## src/rtl/core_seq_pkg.sv

```systemverilog
// core_seq_pkg: types shared by the multicycle sequencer and its commit FIFO.
//   seq_state_t  - sequencer states FETCH/DECODE/EXEC/MEM/WB
//   commit_rec_t - one retired-instruction record; pc/wdata are stored at the
//                  maximum width (REC_XLEN) and narrowed by the consumer.
package core_seq_pkg;

  localparam int REC_XLEN = 64;

  typedef enum logic [2:0] {
    FETCH,
    DECODE,
    EXEC,
    MEM,
    WB
  } seq_state_t;

  typedef struct packed {
    logic [REC_XLEN-1:0] pc;
    logic [31:0]         instr;
    logic                wen;
    logic [4:0]          rdc;
    logic [REC_XLEN-1:0] wdata;
    logic                skip;
  } commit_rec_t;

  localparam int REC_W = $bits(commit_rec_t);

endpackage

```

## src/rtl/core_seq_if.sv

```systemverilog
// core_seq_if: commit channel toward the show/difftest consumer.
//   master (sequencer): drives cm_valid and the head-entry fields, reads cm_ready
//   slave  (consumer) : the reverse
interface core_seq_if #(
  parameter int XLEN = 64
);
  logic            cm_valid;
  logic            cm_ready;
  logic [XLEN-1:0] cm_pc;
  logic [31:0]     cm_instr;
  logic            cm_wen;
  logic [4:0]      cm_rdc;
  logic [XLEN-1:0] cm_wdata;
  logic            cm_skip;

  modport master (
    output cm_valid, cm_pc, cm_instr, cm_wen, cm_rdc, cm_wdata, cm_skip,
    input  cm_ready
  );

  modport slave (
    input  cm_valid, cm_pc, cm_instr, cm_wen, cm_rdc, cm_wdata, cm_skip,
    output cm_ready
  );
endinterface

```

## src/rtl/core_seq_commit_fifo.sv

```systemverilog
// commit_fifo: first-word fall-through FIFO of DEPTH entries, W bits each.
//   push/wr_data - write request (taken when not full, or when a pop frees a slot)
//   pop          - read request (ignored while empty)
//   rd_data      - head entry, forced to 0 while empty
//   empty/full   - occupancy flags from (log2(DEPTH)+1)-bit wrapping pointers
module commit_fifo #(
  parameter int DEPTH = 4,
  parameter int W     = 8
) (
  input  logic         clk,
  input  logic         rst,
  input  logic         push,
  input  logic [W-1:0] wr_data,
  input  logic         pop,
  output logic [W-1:0] rd_data,
  output logic         empty,
  output logic         full
);
  localparam int AW = $clog2(DEPTH);

  logic [W-1:0] mem [DEPTH];
  logic [AW:0]  wr_ptr, rd_ptr;
  logic         do_push, do_pop;

  assign empty   = (wr_ptr == rd_ptr);
  // extra MSB distinguishes full from empty when the index bits match
  assign full    = (wr_ptr[AW] != rd_ptr[AW]) && (wr_ptr[AW-1:0] == rd_ptr[AW-1:0]);
  assign do_pop  = pop && !empty;
  assign do_push = push && (!full || do_pop);
  assign rd_data = empty ? '0 : mem[rd_ptr[AW-1:0]];

  always_ff @(posedge clk) begin
    if (rst) begin
      wr_ptr <= '0;
      rd_ptr <= '0;
    end else begin
      if (do_push) wr_ptr <= wr_ptr + 1'b1;
      if (do_pop)  rd_ptr <= rd_ptr + 1'b1;
    end
  end

  always_ff @(posedge clk) begin
    if (!rst && do_push) mem[wr_ptr[AW-1:0]] <= wr_data;
  end
endmodule

```

## src/rtl/core_seq.sv

```systemverilog
// core_seq: multicycle FETCH/DECODE/EXEC/MEM/WB sequencer for the RV64 core.
//   clk, rst        - clock, synchronous active-high reset
//   if_req/if_ok    - fetch handshake, if_pc/if_instr captured on if_ok
//   dec_*           - decoded control fields, captured in DECODE
//   ex_start/ex_ok  - execute start pulse / multi-cycle completion
//   mem_req/mem_ok  - data access handshake
//   wb_data, rf_w   - writeback value and register-file write enable
//   cm              - commit channel (core_seq_if.master), one record per retire
//   wdog_trip       - sticky watchdog flag
// Optional: define CORE_SEQ_WDOG_EN to enable the per-state watchdog.
module core_seq
  import core_seq_pkg::*;
#(
  parameter int XLEN        = 64,
  parameter int DEPTH       = 4,
  parameter int WDOG_CYCLES = 1024
) (
  input  logic            clk,
  input  logic            rst,
  output logic            if_req,
  input  logic            if_ok,
  input  logic [XLEN-1:0] if_pc,
  input  logic [31:0]     if_instr,
  input  logic            dec_multi,
  input  logic            dec_load,
  input  logic            dec_store,
  input  logic            dec_rfw,
  input  logic            dec_skip,
  input  logic [4:0]      dec_rdc,
  output logic            ex_start,
  input  logic            ex_ok,
  output logic            mem_req,
  input  logic            mem_ok,
  input  logic [XLEN-1:0] wb_data,
  output logic            rf_w,
  core_seq_if.master      cm,
  output logic            wdog_trip
);
  seq_state_t      state, state_d;
  logic [XLEN-1:0] pc_q;
  logic [31:0]     instr_q;
  logic            multi_q, mem_op_q, rfw_q, skip_q;
  logic [4:0]      rdc_q;

  logic            push, pop, fifo_full, fifo_empty;
  commit_rec_t     rec, head;

  assign pop = cm.cm_valid && cm.cm_ready;

`ifdef CORE_SEQ_WDOG_EN
  localparam int CW = $clog2(WDOG_CYCLES + 1);
  logic [CW-1:0] wdog_cnt;
  logic          wdog_hit;
  logic          wdog_q;
`endif

  always_comb begin
    state_d  = state;
    if_req   = 1'b0;
    ex_start = 1'b0;
    mem_req  = 1'b0;
    rf_w     = 1'b0;
    push     = 1'b0;
    case (state)
      FETCH:  begin
        if_req = 1'b1;
        if (if_ok) state_d = DECODE;
      end
      DECODE: begin
        ex_start = 1'b1;
        state_d  = EXEC;
      end
      EXEC:   if (!multi_q || ex_ok) state_d = mem_op_q ? MEM : WB;
      MEM:    begin
        mem_req = 1'b1;
        if (mem_ok) state_d = WB;
      end
      WB:     begin
        // a pop this cycle frees the slot we are about to fill
        if (!fifo_full || pop) begin
          rf_w    = rfw_q;
          push    = 1'b1;
          state_d = FETCH;
        end
      end
      default: state_d = FETCH;
    endcase
`ifdef CORE_SEQ_WDOG_EN
    wdog_hit = 1'b0;
    // only fires while the state would otherwise hold; WB stalls are exempt
    if ((state == FETCH || state == EXEC || state == MEM) && state_d == state &&
        wdog_cnt == CW'(WDOG_CYCLES - 1)) begin
      wdog_hit = 1'b1;
      state_d  = FETCH;
    end
`endif
  end

  always_ff @(posedge clk) begin
    if (rst) begin
      state    <= FETCH;
      pc_q     <= '0;
      instr_q  <= '0;
      multi_q  <= 1'b0;
      mem_op_q <= 1'b0;
      rfw_q    <= 1'b0;
      skip_q   <= 1'b0;
      rdc_q    <= '0;
    end else begin
      state <= state_d;
      if (state == FETCH && if_ok) begin
        pc_q    <= if_pc;
        instr_q <= if_instr;
      end
      if (state == DECODE) begin
        multi_q  <= dec_multi;
        mem_op_q <= dec_load || dec_store;
        rfw_q    <= dec_rfw;
        skip_q   <= dec_skip;
        rdc_q    <= dec_rdc;
      end
    end
  end

`ifdef CORE_SEQ_WDOG_EN
  always_ff @(posedge clk) begin
    if (rst) begin
      wdog_cnt <= '0;
      wdog_q   <= 1'b0;
    end else begin
      if (wdog_hit || state_d != state) wdog_cnt <= '0;
      else                              wdog_cnt <= wdog_cnt + 1'b1;
      if (wdog_hit) wdog_q <= 1'b1;
    end
  end
  assign wdog_trip = wdog_q;
`else
  assign wdog_trip = 1'b0;
`endif

  // records are stored at full REC_XLEN width; narrower cores zero-extend
  always_comb begin
    rec                 = '0;
    rec.pc[XLEN-1:0]    = pc_q;
    rec.instr           = instr_q;
    rec.wen             = rfw_q;
    rec.rdc             = rdc_q;
    rec.wdata[XLEN-1:0] = wb_data;
    rec.skip            = skip_q;
  end

  commit_fifo #(.DEPTH(DEPTH), .W(REC_W)) u_fifo (
    .clk     (clk),
    .rst     (rst),
    .push    (push),
    .wr_data (rec),
    .pop     (pop),
    .rd_data (head),
    .empty   (fifo_empty),
    .full    (fifo_full)
  );

  assign cm.cm_valid = !fifo_empty;
  assign cm.cm_pc    = head.pc[XLEN-1:0];
  assign cm.cm_instr = head.instr;
  assign cm.cm_wen   = head.wen;
  assign cm.cm_rdc   = head.rdc;
  assign cm.cm_wdata = head.wdata[XLEN-1:0];
  assign cm.cm_skip  = head.skip;
endmodule
```

## src/flat_wrapper.sv

```systemverilog
// flat-port wrapper written by rule: the top's interface ports become plain ports
module core_seq_flat import core_seq_pkg::*;
#(
  parameter int XLEN        = 64,
  parameter int DEPTH       = 4,
  parameter int WDOG_CYCLES = 1024
)
  (clk, rst, if_req, if_ok, if_pc, if_instr, dec_multi, dec_load, dec_store, dec_rfw, dec_skip, dec_rdc, ex_start, ex_ok, mem_req, mem_ok, wb_data, rf_w, wdog_trip, cm_cm_valid, cm_cm_pc, cm_cm_instr, cm_cm_wen, cm_cm_rdc, cm_cm_wdata, cm_cm_skip, cm_cm_ready);
  core_seq_if #(.XLEN(XLEN)) cm_i ();
  input  logic clk;
  input  logic rst;
  output logic if_req;
  input  logic if_ok;
  input  logic [XLEN-1:0] if_pc;
  input  logic [31:0] if_instr;
  input  logic dec_multi;
  input  logic dec_load;
  input  logic dec_store;
  input  logic dec_rfw;
  input  logic dec_skip;
  input  logic [4:0] dec_rdc;
  output logic ex_start;
  input  logic ex_ok;
  output logic mem_req;
  input  logic mem_ok;
  input  logic [XLEN-1:0] wb_data;
  output logic rf_w;
  output logic wdog_trip;
  output wire logic [$bits(cm_i.cm_valid)-1:0] cm_cm_valid;
  output wire logic [$bits(cm_i.cm_pc)-1:0] cm_cm_pc;
  output wire logic [$bits(cm_i.cm_instr)-1:0] cm_cm_instr;
  output wire logic [$bits(cm_i.cm_wen)-1:0] cm_cm_wen;
  output wire logic [$bits(cm_i.cm_rdc)-1:0] cm_cm_rdc;
  output wire logic [$bits(cm_i.cm_wdata)-1:0] cm_cm_wdata;
  output wire logic [$bits(cm_i.cm_skip)-1:0] cm_cm_skip;
  input wire logic [$bits(cm_i.cm_ready)-1:0] cm_cm_ready;
  assign cm_cm_valid = cm_i.cm_valid;
  assign cm_cm_pc = cm_i.cm_pc;
  assign cm_cm_instr = cm_i.cm_instr;
  assign cm_cm_wen = cm_i.cm_wen;
  assign cm_cm_rdc = cm_i.cm_rdc;
  assign cm_cm_wdata = cm_i.cm_wdata;
  assign cm_cm_skip = cm_i.cm_skip;
  assign cm_i.cm_ready = cm_cm_ready;
  core_seq #(.XLEN(XLEN), .DEPTH(DEPTH), .WDOG_CYCLES(WDOG_CYCLES)) u_core (.clk(clk), .rst(rst), .if_req(if_req), .if_ok(if_ok), .if_pc(if_pc), .if_instr(if_instr), .dec_multi(dec_multi), .dec_load(dec_load), .dec_store(dec_store), .dec_rfw(dec_rfw), .dec_skip(dec_skip), .dec_rdc(dec_rdc), .ex_start(ex_start), .ex_ok(ex_ok), .mem_req(mem_req), .mem_ok(mem_ok), .wb_data(wb_data), .rf_w(rf_w), .cm(cm_i), .wdog_trip(wdog_trip));
endmodule
```

## config.mk

```make
export PLATFORM = sky130hd
export DESIGN_NAME = core_seq_flat
export DESIGN_NICKNAME = d
export VERILOG_FILES = /design/src/rtl/core_seq_pkg.sv /design/src/rtl/core_seq_if.sv /design/src/rtl/core_seq_commit_fifo.sv /design/src/rtl/core_seq.sv /design/src/flat_wrapper.sv
export SDC_FILE = /design/constraint.sdc
export NUM_CORES = 1
export LEC_CHECK = 0
export CORE_MARGIN = 2
export CORE_UTILIZATION = 45
export DETAILED_ROUTE_END_ITERATION = 12
export GPL_ROUTABILITY_DRIVEN = 0
export GPL_TIMING_DRIVEN = 0
export PLACE_DENSITY = 0.69
export SLEW_MARGIN = 10
export SYNTH_ARGS = -nofsm -noshare
export SYNTH_HDL_FRONTEND = slang
export SYNTH_HIERARCHICAL = 1
export SYNTH_SLANG_ARGS = --single-unit
```

## constraint.sdc

```tcl
create_clock -name clk -period 15.92 [get_ports clk]
set_clock_uncertainty 0.2 [all_clocks]
set_input_delay 3.184 -clock clk [delete_from_list [all_inputs] [get_ports clk]]
set_output_delay 3.184 -clock clk [all_outputs]
set_load 0.01 [all_outputs]
```

# Yosys cells after proc, flatten, opt, wreduce, memory -nomap -nowiden
# Memories as Yosys holds them, arrays and structs flattened. A register that Yosys moved wholly into a read port is not among the register bits.
# Index checks and enable logic that the tools add are counted.
[totals]
register_bits = 114
ram_bits = 668
input_bits = 176
out_inout_bits = 173
memories = 1
[classes]
n_addsub = 2
n_eq_ne = 11
n_mux = 18
n_reduce_logical = 16
[mem_list]
columns = ["name", "words", "word_bits", "read_ports", "rd_ports_with_merged_regs", "write_ports", "line_no", "source"]
rows = [
  ["u_core.u_fifo.mem", 4, 167, 1, 1, 1, "core_seq_commit_fifo.sv:21", "logic [W-1:0] mem [DEPTH];"],
]
[op_table]
columns = ["cell", "count"]
rows = [
  ["$mux 167", 1],
  ["$mux 3", 5],
  ["$pmux 3 s5", 1],
  ["$mux 1", 9],
  ["$add 3x1->3 const B", 2],
  ["$eq 3x2->1 const B", 2],
  ["$logic_and 1x1->1", 6],
  ["$logic_not 1->1", 4],
  ["$logic_or 1x1->1", 4],
  ["$mux 2", 2],
  ["$ne 2x1->1 const B", 2],
  ["$ne 2x2->1 const B", 2],
  ["$reduce_and 4->1", 1],
  ["$eq 3x1->1 const B", 1],
  ["$eq 3x3->1", 1],
  ["$eq 3x3->1 const B", 1],
  ["$logic_not 3->1", 1],
  ["$eq 2x2->1", 1],
  ["$ne 1x1->1", 1],
]

# Longest topological paths before layout
# Gate-level depths: netlist of the first run.
[logic_depth]
ltp_word = 10
depth_mapped = 9

# By module
# Netlist of the first run, hierarchy kept.
[by_module_without_submodules]
columns = ["mod", "n_inst", "cells_per_inst", "area_per_inst_um2"]
rows = [
  ["commit_fifo", 1, 1117, 25732.2],
  ["core_seq", 1, 482, 3903.7],
]

# Worst setup path after synthesis of the first run
# OpenSTA, ideal clock, no wires.
[synth_path]
path_kind = "input to register"
start = "input port cm_cm_ready"
end = "memory u_core/u_fifo/mem[0][0] (netlist name) (enable)"
setup_time_ns = 0.898
t_arrival_ns = 15.375
path_slack_ns = -0.553
path_stages = 4
n_path_buf = 0
cell_sequence = "nand2b_1 > a2111oi_0 > inv_1 > nor3_1"
[synth_via]
elab_chain_len = 8
[synth_rtl]
columns = ["element", "line_no", "source"]
rows = [
  ["from (decl)", "flat_wrapper.sv:36", "input wire logic [$bits(cm_i.cm_ready)-1:0] cm_cm_ready;"],
  ["$logic_and 1x1->1", "core_seq.sv:48", "assign pop = cm.cm_valid && cm.cm_ready;"],
  ["$logic_or 1x1->1", "core_seq.sv:80", "if (!fifo_full || pop) begin"],
  ["$mux 1", "core_seq.sv:80", ""],
  ["$mux 1", "core_seq.sv:64", "case (state)"],
  ["net u_core.push", "core_seq.sv:45", "logic push, pop, fifo_full, fifo_empty;"],
  ["$logic_and 1x1->1", "core_seq_commit_fifo.sv:29", "assign do_push = push && (!full || do_pop);"],
  ["$logic_and 1x1->1", "core_seq_commit_fifo.sv:43", "if (!rst && do_push) mem[wr_ptr[AW-1:0]] <= wr_data;"],
  ["$mux 1", "core_seq_commit_fifo.sv:43", ""],
  ["$mux 1 (not written as such)", "core_seq_commit_fifo.sv:43", ""],
  ["to (decl)", "core_seq_commit_fifo.sv:21", ""],
]
# The timed path passes the listed nets, and every way through them passes these cells.

# Worst setup path in the final report of the first run
[layout_path]
start = "input port cm_cm_ready"
end = "output port rf_w"
[layout_via]
elab_chain_len = 4
[layout_rtl]
columns = ["element", "line_no", "source"]
rows = [
  ["$logic_and 1x1->1", "core_seq.sv:48", ""],
  ["$logic_or 1x1->1", "core_seq.sv:80", ""],
  ["$mux 1", "core_seq.sv:80", ""],
  ["$mux 1", "core_seq.sv:64", ""],
  ["to (decl)", "flat_wrapper.sv:27", "output logic rf_w;"],
]
# Every way passes these cells.

==> flow_summary_export.csv, run 1 <==
group,metric,value,unit
yosys,synthArstFlopShare,0,%
run_status,status,"finished clean",
hold_path,min_path_type,"reg2reg",
sta,rsz0062_at_grt,"false",
final_layout,drive_gt1_share,19.96,%
power,ir_drop,78.19,uV
floorplanning,io_pins,349,
final_layout,fill_cells,4898,
yosys,yosys.area_share.adder,0.2111,%
worst_setup_path,cp_data_required_time,12.54,ns
final_layout,syn2layout_area_growth,26.97,%
detailed_routing,wl_per_cell,21.94,um
yosys,synth_xor_area_share,0.1182,%
detailed_routing,drc,0,
yosys,netlist_area,0.02964,sq mm
power,power,4.432,mW
yosys,avgSynthCellArea,18.53,sq um
floorplanning,die_w,260.6,um
floorplanning,start_util,45.24,%
detailed_routing,detail_route.vias_per_cell,5.229,
yosys,synth_compound_area_share,2.052,%
sta,setup_ws,7.242,ns
clocking,cts-root-buf,"clkbuf_16",
sta,finalSetupViolations,0,
floorplanning,die_area,0.06793,sq mm
detailed_routing,initialDrtViolationCount,1193,
clocking,htree_levels,3,
clocking,cts_buffers,78,
yosys,netlist-cell-type-count,42,
detailed_routing,first_pass_iters,5,
yosys,seq_area_frac_synth,75.52,%
floorplanning,rows,94,
final_layout,fin_util,57.44,%
worst_setup_path,start_kind,"primary input",
placement,dpl-instance-area,0.03511,sq mm
placement,dpl_worst_slack,7.352,ns
power,p_leak,12.16,nW
yosys,synth_seq_cells,784,
clocking,post_cts_buffers,0,
grt,antenna_found_initial,4,
yosys,syn-num-nets,1780,
floorplanning,coreArea,0.06551,sq mm
worst_setup_path,cp.arrival,5.29,ns
final_layout,mostFrequentLayoutCells,"edfxtp_1, clkdlybuf4s50_1, nand2_1",
detailed_routing,vias,15791,
clocking,cts_tree,"yes",
sta,finalCritPeriodShare,54.51,%
clocking,clock_latency,0.60,ns
final_layout,fin_area,0.03763,sq mm
hold_path,hold_depth,2,
grt,grt_first_pass_wirelength,98.61,mm
final_layout,multi_input_area,0.006673,sq mm
final_layout,fin_nets,2276,
sta,relSlewSlack,21.23,%
sta,hold_viol_final,0,
clocking,post_cts_resize_count,0,
grt,track_usage,19.54,%
placement,dp_hpwl,45.82,mm
grt,grt_pass1_vias,16286,
floorplanning,die_y,260.6,um
sta,tns,0,ns
yosys,synth_top_family_by_area,"multiplexers",
yosys,yosys-mux-area-fraction,13.18,%
yosys,synth_warnings,6,
sta,drv_slew,0,
worst_setup_path,ff2ff_path_depth,15,
yosys,syn_inst,1599,
detailed_routing,routed_wirelength,66.25,mm
yosys,synth-simple-area-share,6.839,%
final_layout,regArea,0.02238,sq mm
sta,period_needed,8.679,ns
sta,timing.fmax,0.1152,GHz
worst_setup_path,crit_type,"in2out",
detailed_routing,antenna_left,0,
final_layout,final_common_cell,"edfxtp_1",
clocking,holdBufCountCts,0,
power,powerDensity,117.8,mW/mm^2
yosys,synth_edf_count,668,
clocking,clock-sinks,784,
sta,tightestPinTransition,1.181,ns
grt,grt_overflow,0,
worst_setup_path,path_max_fanout,3,
clocking,path_clk_slew,0.06,ns
clocking,max-clock-path-buffers,3,
grt,grt_max_degree,24,
yosys,ys_dominant_reg_cell,"edfxtp_1",
placement,portBuffers,346,
job,drv_cap,0,
worst_setup_path,endpoint_kind,"output port",
final timing paths:
path / startpoint / end / slack, ns
worst max-delay path: cm_cm_ready / rf_w / 7.24
worst min-delay path: u_core/pc_q[36]$_SDFFE_PP0P_ / u_core/pc_q[36]$_SDFFE_PP0P_ / 0.29
worst max register to register: u_core/u_fifo/wr_ptr[1]$_SDFFE_PP0P_ / u_core/u_fifo/mem[2][126]$_DFFE_PP_ / 10.75
worst min register to register: u_core/pc_q[36]$_SDFFE_PP0P_ / u_core/pc_q[36]$_SDFFE_PP0P_ / 0.29
cell type report:
cell class	count	area share, %
clock inverters	35	0.9277
plain buffers	96	1.506
diodes	2	0.01330
clock buffers	104	5.746
inverters	12	0.1197
flip-flops and latches	784	59.48
multi-input cells	707	17.73
well taps	864	2.873
repair buffers	416	11.60
synthesized netlist by cell type, types with 2 or more instances:
master / n / area share [%]
edfxtp_1: 668 / 68
nand2_1: 197 / 2.5
nor2b_1: 171 / 3.6
mux4_2: 167 / 13
dfxtp_1: 116 / 7.8
a21oi_1: 97 / 1.6
buf_2: 33 / 0.56
clkbuf_1: 29 / 0.37
buf_4: 22 / 0.56
nor2_1: 16 / 0.20
inv_1: 12 / 0.15
buf_6: 10 / 0.38
mux2i_1: 10 / 0.34
ha_1: 5 / 0.21
nor3_1: 5 / 0.084
mux2_2: 4 / 0.15
a31oi_1: 3 / 0.063
and3_1: 3 / 0.063
nand2b_1: 3 / 0.063
xnor2_1: 3 / 0.089
a211oi_1: 2 / 0.051
a41oi_1: 2 / 0.059
clkbuf_4: 2 / 0.051
sequential cells by signal (all words and copies together) (netlist names), named ones only:
| register | count |
|---|---|
| u_core/pc_q | 64 |
| u_core/u_fifo/wr_ptr | 3 |
| u_core/skip_q | 1 |
| u_core/mem_op_q | 1 |
| u_core/u_fifo/mem | 668 |
| u_core/instr_q | 32 |
| u_core/multi_q | 1 |
| u_core/rfw_q | 1 |
| u_core/u_fifo/rd_ptr | 3 |
| u_core/rdc_q | 5 |
| u_core/state | 3 |
power by group:
part,internal [mW],switching (mW)
combinational,0.171,0.179
clock,1.05,0.737
sequential,2.26,0.0282
metrics by stage:
stage	hold slack [ns]	cells
after global placement	0.2666	2809
after floorplan	0.2594	1599
after global routing	0.3166	3020
final	0.2921	3020
after detailed placement	0.2882	2879
after CTS	0.2926	3018
layer usage:
metal / vias to the layer above / GRT usage, % / part of all wire (%)
li1: 7157 / - / -
met5: - / 0 / 0.020
met1: 8096 / 26.26 / 42
met2: 448 / 32.71 / 51
met4: 2 / 6.159 / 2.2
met3: 88 / 3.370 / 5.6
worst max-delay path: stages:
cell	delay, ns
clkdlybuf4s50_1	0.46
nand2b_1	0.20
a2111oi_1	0.68
and2_1	0.22
clkdlybuf4s50_1	0.54
logic make-up (layout without fill, tap and decap cells):
logic type | Yosys count | in the layout
mux | 181 | 181
simple gates | 404 | 404
other cells | 1 | 3
buf+inv | 108 | 663
fa+ha+maj | 5 | 5
compound gates | 112 | 112
xor+xnor | 4 | 4
flops | 784 | 784
No activity file was read; power rests on OpenSTA's default activity.
==> run 2: changes to the inputs <==
clock period = 6.9 ns   (was 15.92 ns; I/O delays follow)
==> run 2 against run 1 <==
Compared with the run above: clock power increased by 140%; count of clock-buffer cells in the layout down 1; flip-flop and latch count did not move; critical path depth up 3; highest routed layer unchanged; largest cell class unchanged; die area unchanged; non-clock buffer count down 20; combinational power increased by 130%; global-route usage fell by 0.11 points.
==> flow_summary_export.csv, run 2 (synthesis results as in run 1) <==
group,metric,value,unit
run_status,status,"finished clean",
final_layout,drive_gt1_share,19.34,%
floorplanning,rows,94,
grt,grt_overflow,0,
sta,finalSetupViolations,0,
grt,grt_first_pass_wirelength,97.88,mm
final_layout,fin_nets,2257,
clocking,holdBufCountCts,0,
floorplanning,start_util,45.24,%
final_layout,mostFrequentLayoutCells,"edfxtp_1, clkdlybuf4s50_1, nand2_1",
floorplanning,coreArea,0.06551,sq mm
final_layout,syn2layout_area_growth,27.55,%
clocking,path_clk_slew,0.06,ns
sta,relSlewSlack,26.59,%
worst_setup_path,reg2reg_from,"u_core/u_fifo/wr_ptr[0]$_SDFFE_PP0P_",
worst_setup_path,ff2ff_path_depth,12,
worst_setup_path,endpoint_kind,"output port",
worst_setup_path,start_kind,"flop",
grt,track_usage,19.42,%
detailed_routing,antenna_left,0,
sta,tns,0,ns
detailed_routing,initialDrtViolationCount,1070,
sta,rsz0062_at_grt,"false",
worst_setup_path,path_max_fanout,11,
worst_setup_path,reg2reg_slack,2.30,ns
worst_setup_path,r2r_end,"u_core/u_fifo/mem[0][111]$_DFFE_PP_",
floorplanning,die_w,260.6,um
power,sw_frac_of_total,21.20,%
hold_path,min_path_type,"reg2reg",
grt,grt_max_degree,25,
power,powerDensity,275.1,mW/mm^2
power,p_clk_share,41.4,%
sta,drv_slew,0,
final_layout,layout.cells.non_filler,3010,
power,internal-power,8.194,mW
grt,grt_pass1_vias,16094,
clocking,post_cts_buffers,0,
clocking,cts_buffers,79,
sta,hold_viol_final,0,
sta,period_needed,5.292,ns
clocking,clock_latency,0.60,ns
hold_path,hold_depth,2,
placement,dpl_worst_slack,1.835,ns
detailed_routing,routed_wirelength,66.31,mm
floorplanning,die_y,260.6,um
sta,tightestPinTransition,1.101,ns
detailed_routing,detail_route.vias_per_cell,5.200,
final_layout,fin_util,57.70,%
detailed_routing,first_pass_iters,5,
clocking,max-clock-path-buffers,3,
sta,timing.fmax,0.1890,GHz
clocking,htree_levels,3,
detailed_routing,drc,0,
worst_setup_path,crit_type,"reg2out",
placement,dp_hpwl,44.90,mm
sta,setup_ws,1.608,ns
clocking,post_cts_resize_count,0,
grt,antenna_found_initial,5,
placement,dpl.cell_count,2859,
placement,portBuffers,346,
power,p_leak,12.16,nW
worst_setup_path,cp_data_required_time,5.32,ns
detailed_routing,wl_per_cell,22.03,um
clocking,clock-sinks,784,
job,drv_cap,0,
clocking,cts-root-buf,"clkbuf_16",
power,ir_drop,179.4,uV
clocking,cts_tree,"yes",
floorplanning,die_area,0.06793,sq mm
worst_setup_path,cp.arrival,3.71,ns
power,p_switching,2.205,mW
floorplanning,io_pins,349,
final_layout,final_common_cell,"edfxtp_1",
hold_path,worstHoldStart,"u_core/pc_q[15]$_SDFFE_PP0P_",
detailed_routing,vias,15653,
power,combPwrFrac,7.7,%
power,power,10.40,mW
hold_path,min_to,"u_core/pc_q[15]$_SDFFE_PP0P_",
final_layout,fill_cells,4861,
power,power_frac_seq,50.9,%
sta,finalCritPeriodShare,76.70,%
final_layout,largest_reg_flops,668,
run 2: cell count changes in the layout (fill, tap and decap cells not counted), moves of 4 or more:
| cell | change |
|---|---|
| buf_4 | -24 |
| buf_16 | +4 |
| buf_6 | -21 |
| clkinv_1 | +4 |
| clkinvlp_4 | +4 |
| bufinv_16 | +4 |
| buf_8 | +22 |
run 2: metal layers:
metal | global-route usage (%) | up-vias | wire [um]
li1 | - | 7126 | -
met1 | 26.16 | 7931 | 27780
met2 | 32.57 | 506 | 33330
met3 | 3.827 | 84 | 4135
met4 | 5.079 | 6 | 1025
met5 | 0 | - | 42
run 2: metrics by stage:
stage / area (sq um) / hold slack, ns
2_1_floorplan: 29680 / 0.2594
3_3_place_gp: 34230 / 0.2673
3_5_place_dp: 35150 / 0.2850
4_1_cts: 37790 / 0.2971
5_1_grt: 37790 / 0.3112
6_report: 37800 / 0.2935
run 2: worst max path at each step:
stage,from,endpoint,slack [ns],cells after the start
global route,flop,cm_cm_instr[5],1.46,6
floorplan,cm_cm_ready,u_core/u_fifo/mem[0][0]$_DFFE_PP_,0.11,4
finish,u_core/u_fifo/wr_ptr[0]$_SDFFE_PP0P_,rf_w,1.61,8
global placement,cm_cm_ready,u_core/u_fifo/mem[0][124]$_DFFE_PP_,-4.33,5
CTS,flop,cm_cm_instr[0],1.50,6
detailed placement,cm_cm_ready,rf_w,1.83,5
run 2: power groups by stage:
stage               Clock (mW)  Sequential (mW)  Combinational, mW
floorplan                    0             5.37              0.355
global placement             0             5.38              0.801
detailed placement           0             5.39              0.815
CTS                       4.40             5.29              0.820
global route              4.57             5.30              0.869
finish                    4.31             5.29              0.805
run 2: cell type report:
cell class	instances	area [sq um]	area share (%)
diodes	5	12.51	0.03310
plain buffers	96	566.8	1.499
clock buffers	103	2148	5.683
clock inverters	43	490.5	1.297
inverters	12	45.04	0.1192
multi-input cells	707	6690	17.70
flip-flops and latches	784	22380	59.21
well taps	864	1081	2.860
repair buffers	396	4385	11.60
run 2: worst max-delay path, stage by stage, from the launching register on:
cell             delay [ns]
dfxtp_1                0.44
xnor2_1                0.21
and3_1                 0.23
buf_6                  0.16
buf_2                  0.23
nand2b_1               0.32
a2111oi_2              0.74
and2_1                 0.23
clkdlybuf4s50_1        0.56
==> run 3: changes to the inputs <==
PLACE_DENSITY = 0.66   (was 0.69)
clock period = 5.45 ns   (was 6.9 ns; I/O delays follow)
==> run 3 against run 2 <==
Compared with the run above: final cell count about the same; die area unchanged; sequential share of layout area down 0.10 points; first-iteration DRC count up 2.7%; combinational power up 28%; sequential power up 26%.
==> flow_summary_export.csv, run 3 (synthesis results as in run 1) <==
group,metric,value,unit
final_layout,drive_gt1_share,19.64,%
detailed_routing,first_pass_iters,8,
floorplanning,coreArea,0.06551,sq mm
clocking,clock_latency,0.61,ns
grt,grt_pass1_vias,16352,
final_layout,multi_input_area,0.006725,sq mm
clocking,clock-sinks,784,
worst_setup_path,ff2ff_path_depth,12,
final_layout,mostFrequentLayoutCells,"edfxtp_1, clkdlybuf4s50_1, nand2_1",
final_layout,syn2layout_area_growth,27.78,%
grt,track_usage,20.06,%
placement,dpl-instance-area,0.03522,sq mm
placement,dpl_worst_slack,0.9948,ns
grt,grt_overflow,0,
hold_path,hold_depth,2,
sta,timing.fmax,0.2021,GHz
worst_setup_path,crit_type,"reg2out",
sta,finalSetupViolations,0,
final_layout,regArea,0.02238,sq mm
detailed_routing,detail_route.vias_per_cell,5.211,
worst_setup_path,start_kind,"flop",
power,ir_drop,281.7,uV
sta,hold_viol_final,0,
detailed_routing,drc,0,
grt,grt_first_pass_wirelength,99.98,mm
power,power,13.15,mW
clocking,holdBufCountCts,0,
worst_setup_path,endpoint_kind,"output port",
detailed_routing,routed_wirelength,67.50,mm
detailed_routing,initialDrtViolationCount,1099,
worst_setup_path,path_max_fanout,10,
detailed_routing,vias,15689,
run_status,status,"finished clean",
clocking,path_clk_slew,0.06,ns
final_layout,final_common_cell,"edfxtp_1",
sta,drv_slew,0,
grt,grt_max_degree,25,
floorplanning,start_util,45.24,%
floorplanning,rows,94,
detailed_routing,antenna_left,0,
final_layout,fin_area,0.03787,sq mm
clocking,max-clock-path-buffers,3,
sta,finalCritPeriodShare,90.78,%
hold_path,min_path_type,"reg2reg",
power,powerDensity,347.1,mW/mm^2
final_layout,fill_cells,4952,
final_layout,fin_nets,2260,
sta,tightestPinTransition,1.105,ns
floorplanning,die_area,0.06793,sq mm
clocking,post_cts_resize_count,0,
floorplanning,io_pins,349,
power,p_leak,12.20,nW
sta,relSlewSlack,26.34,%
floorplanning,die_w,260.6,um
grt,antenna_found_initial,10,
clocking,post_cts_buffers,0,
sta,rsz0062_at_grt,"false",
placement,portBuffers,346,
floorplanning,die_y,260.6,um
detailed_routing,wl_per_cell,22.42,um
final_layout,largest_reg_flops,668,
sta,period_needed,4.947,ns
job,drv_cap,0,
clocking,htree_levels,3,
worst_setup_path,cp.arrival,3.66,ns
clocking,cts_buffers,80,
placement,dp_hpwl,46.27,mm
sta,setup_ws,0.5027,ns
clocking,cts-root-buf,"clkbuf_16",
worst_setup_path,cp_data_required_time,4.16,ns
clocking,cts_tree,"yes",
## run 3: cell types whose count changed in the layout (fill, tap and decap cells not counted), sizes merged
cell      previous run  this run
diode                5         3
clkbuf             134       133
inv                 16        15
bufinv              10         8
clkinv              24        31
clkinvlp             5         3
buf                115       117
## run 3: where the power goes
part / internal [mW] / switching, mW / leakage [nW]
registers: 6.61 / 0.0813 / 7.04
clock network: 3.24 / 2.19 / 1.29
logic: 0.501 / 0.529 / 3.87
## run 3: layer usage
layer  vias to the layer above  track usage (%)  routed length (um)
met5                         -                0                  84
met4                        16            5.286                1218
met3                        88            5.225                4634
met2                       405            34.02               33850
met1                      8045            25.77               27720
li1                       7135                -                   -
## run 3: path summary, 6_finish.rpt
| kind | slack, ns | startpoint | end |
|---|---|---|---|
| max | 0.50 | flop | cm_cm_rdc[1] |
| min reg2reg | 0.29 | u_core/instr_q[19]$_SDFFE_PP0P_ | u_core/instr_q[19]$_SDFFE_PP0P_ |
| min | 0.29 | u_core/instr_q[19]$_SDFFE_PP0P_ | u_core/instr_q[19]$_SDFFE_PP0P_ |
| max reg2reg | 1.43 | u_core/u_fifo/rd_ptr[0]$_SDFFE_PP0N_ | u_core/u_fifo/mem[1][74]$_DFFE_PP_ |
## run 3: through the flow
stage                     hold slack (ns)  setup TNS (ns)  std cells  util, %
after floorplan                    0.2594         -414.25       1599        -
after global placement             0.2681        -2973.86       2809    52.31
after detailed placement           0.2864               0       2861    53.76
after CTS                          0.2951               0       3008    57.80
after global routing               0.3083               0       3009    57.80
final                              0.2934               0       3011    57.81
## run 3: final cells by class
class,instances,share of cell area [%]
inverter,12,0.1189
sequential,784,59.11
antenna,3,0.01982
timing repair buffer,398,11.67
clock inverter,45,1.170
tap,864,2.855
multi-input combinational,707,17.76
buffer,96,1.497
clock buffer,102,5.805
## run 3: critical path, stage by stage (launching register included)
cell             delay, ns
dfxtp_1               0.30
clkbuf_1              0.32
clkbuf_1              0.86
buf_2                 0.44
mux4_2                0.41
nor2b_1               0.16
clkdlybuf4s50_1       0.54
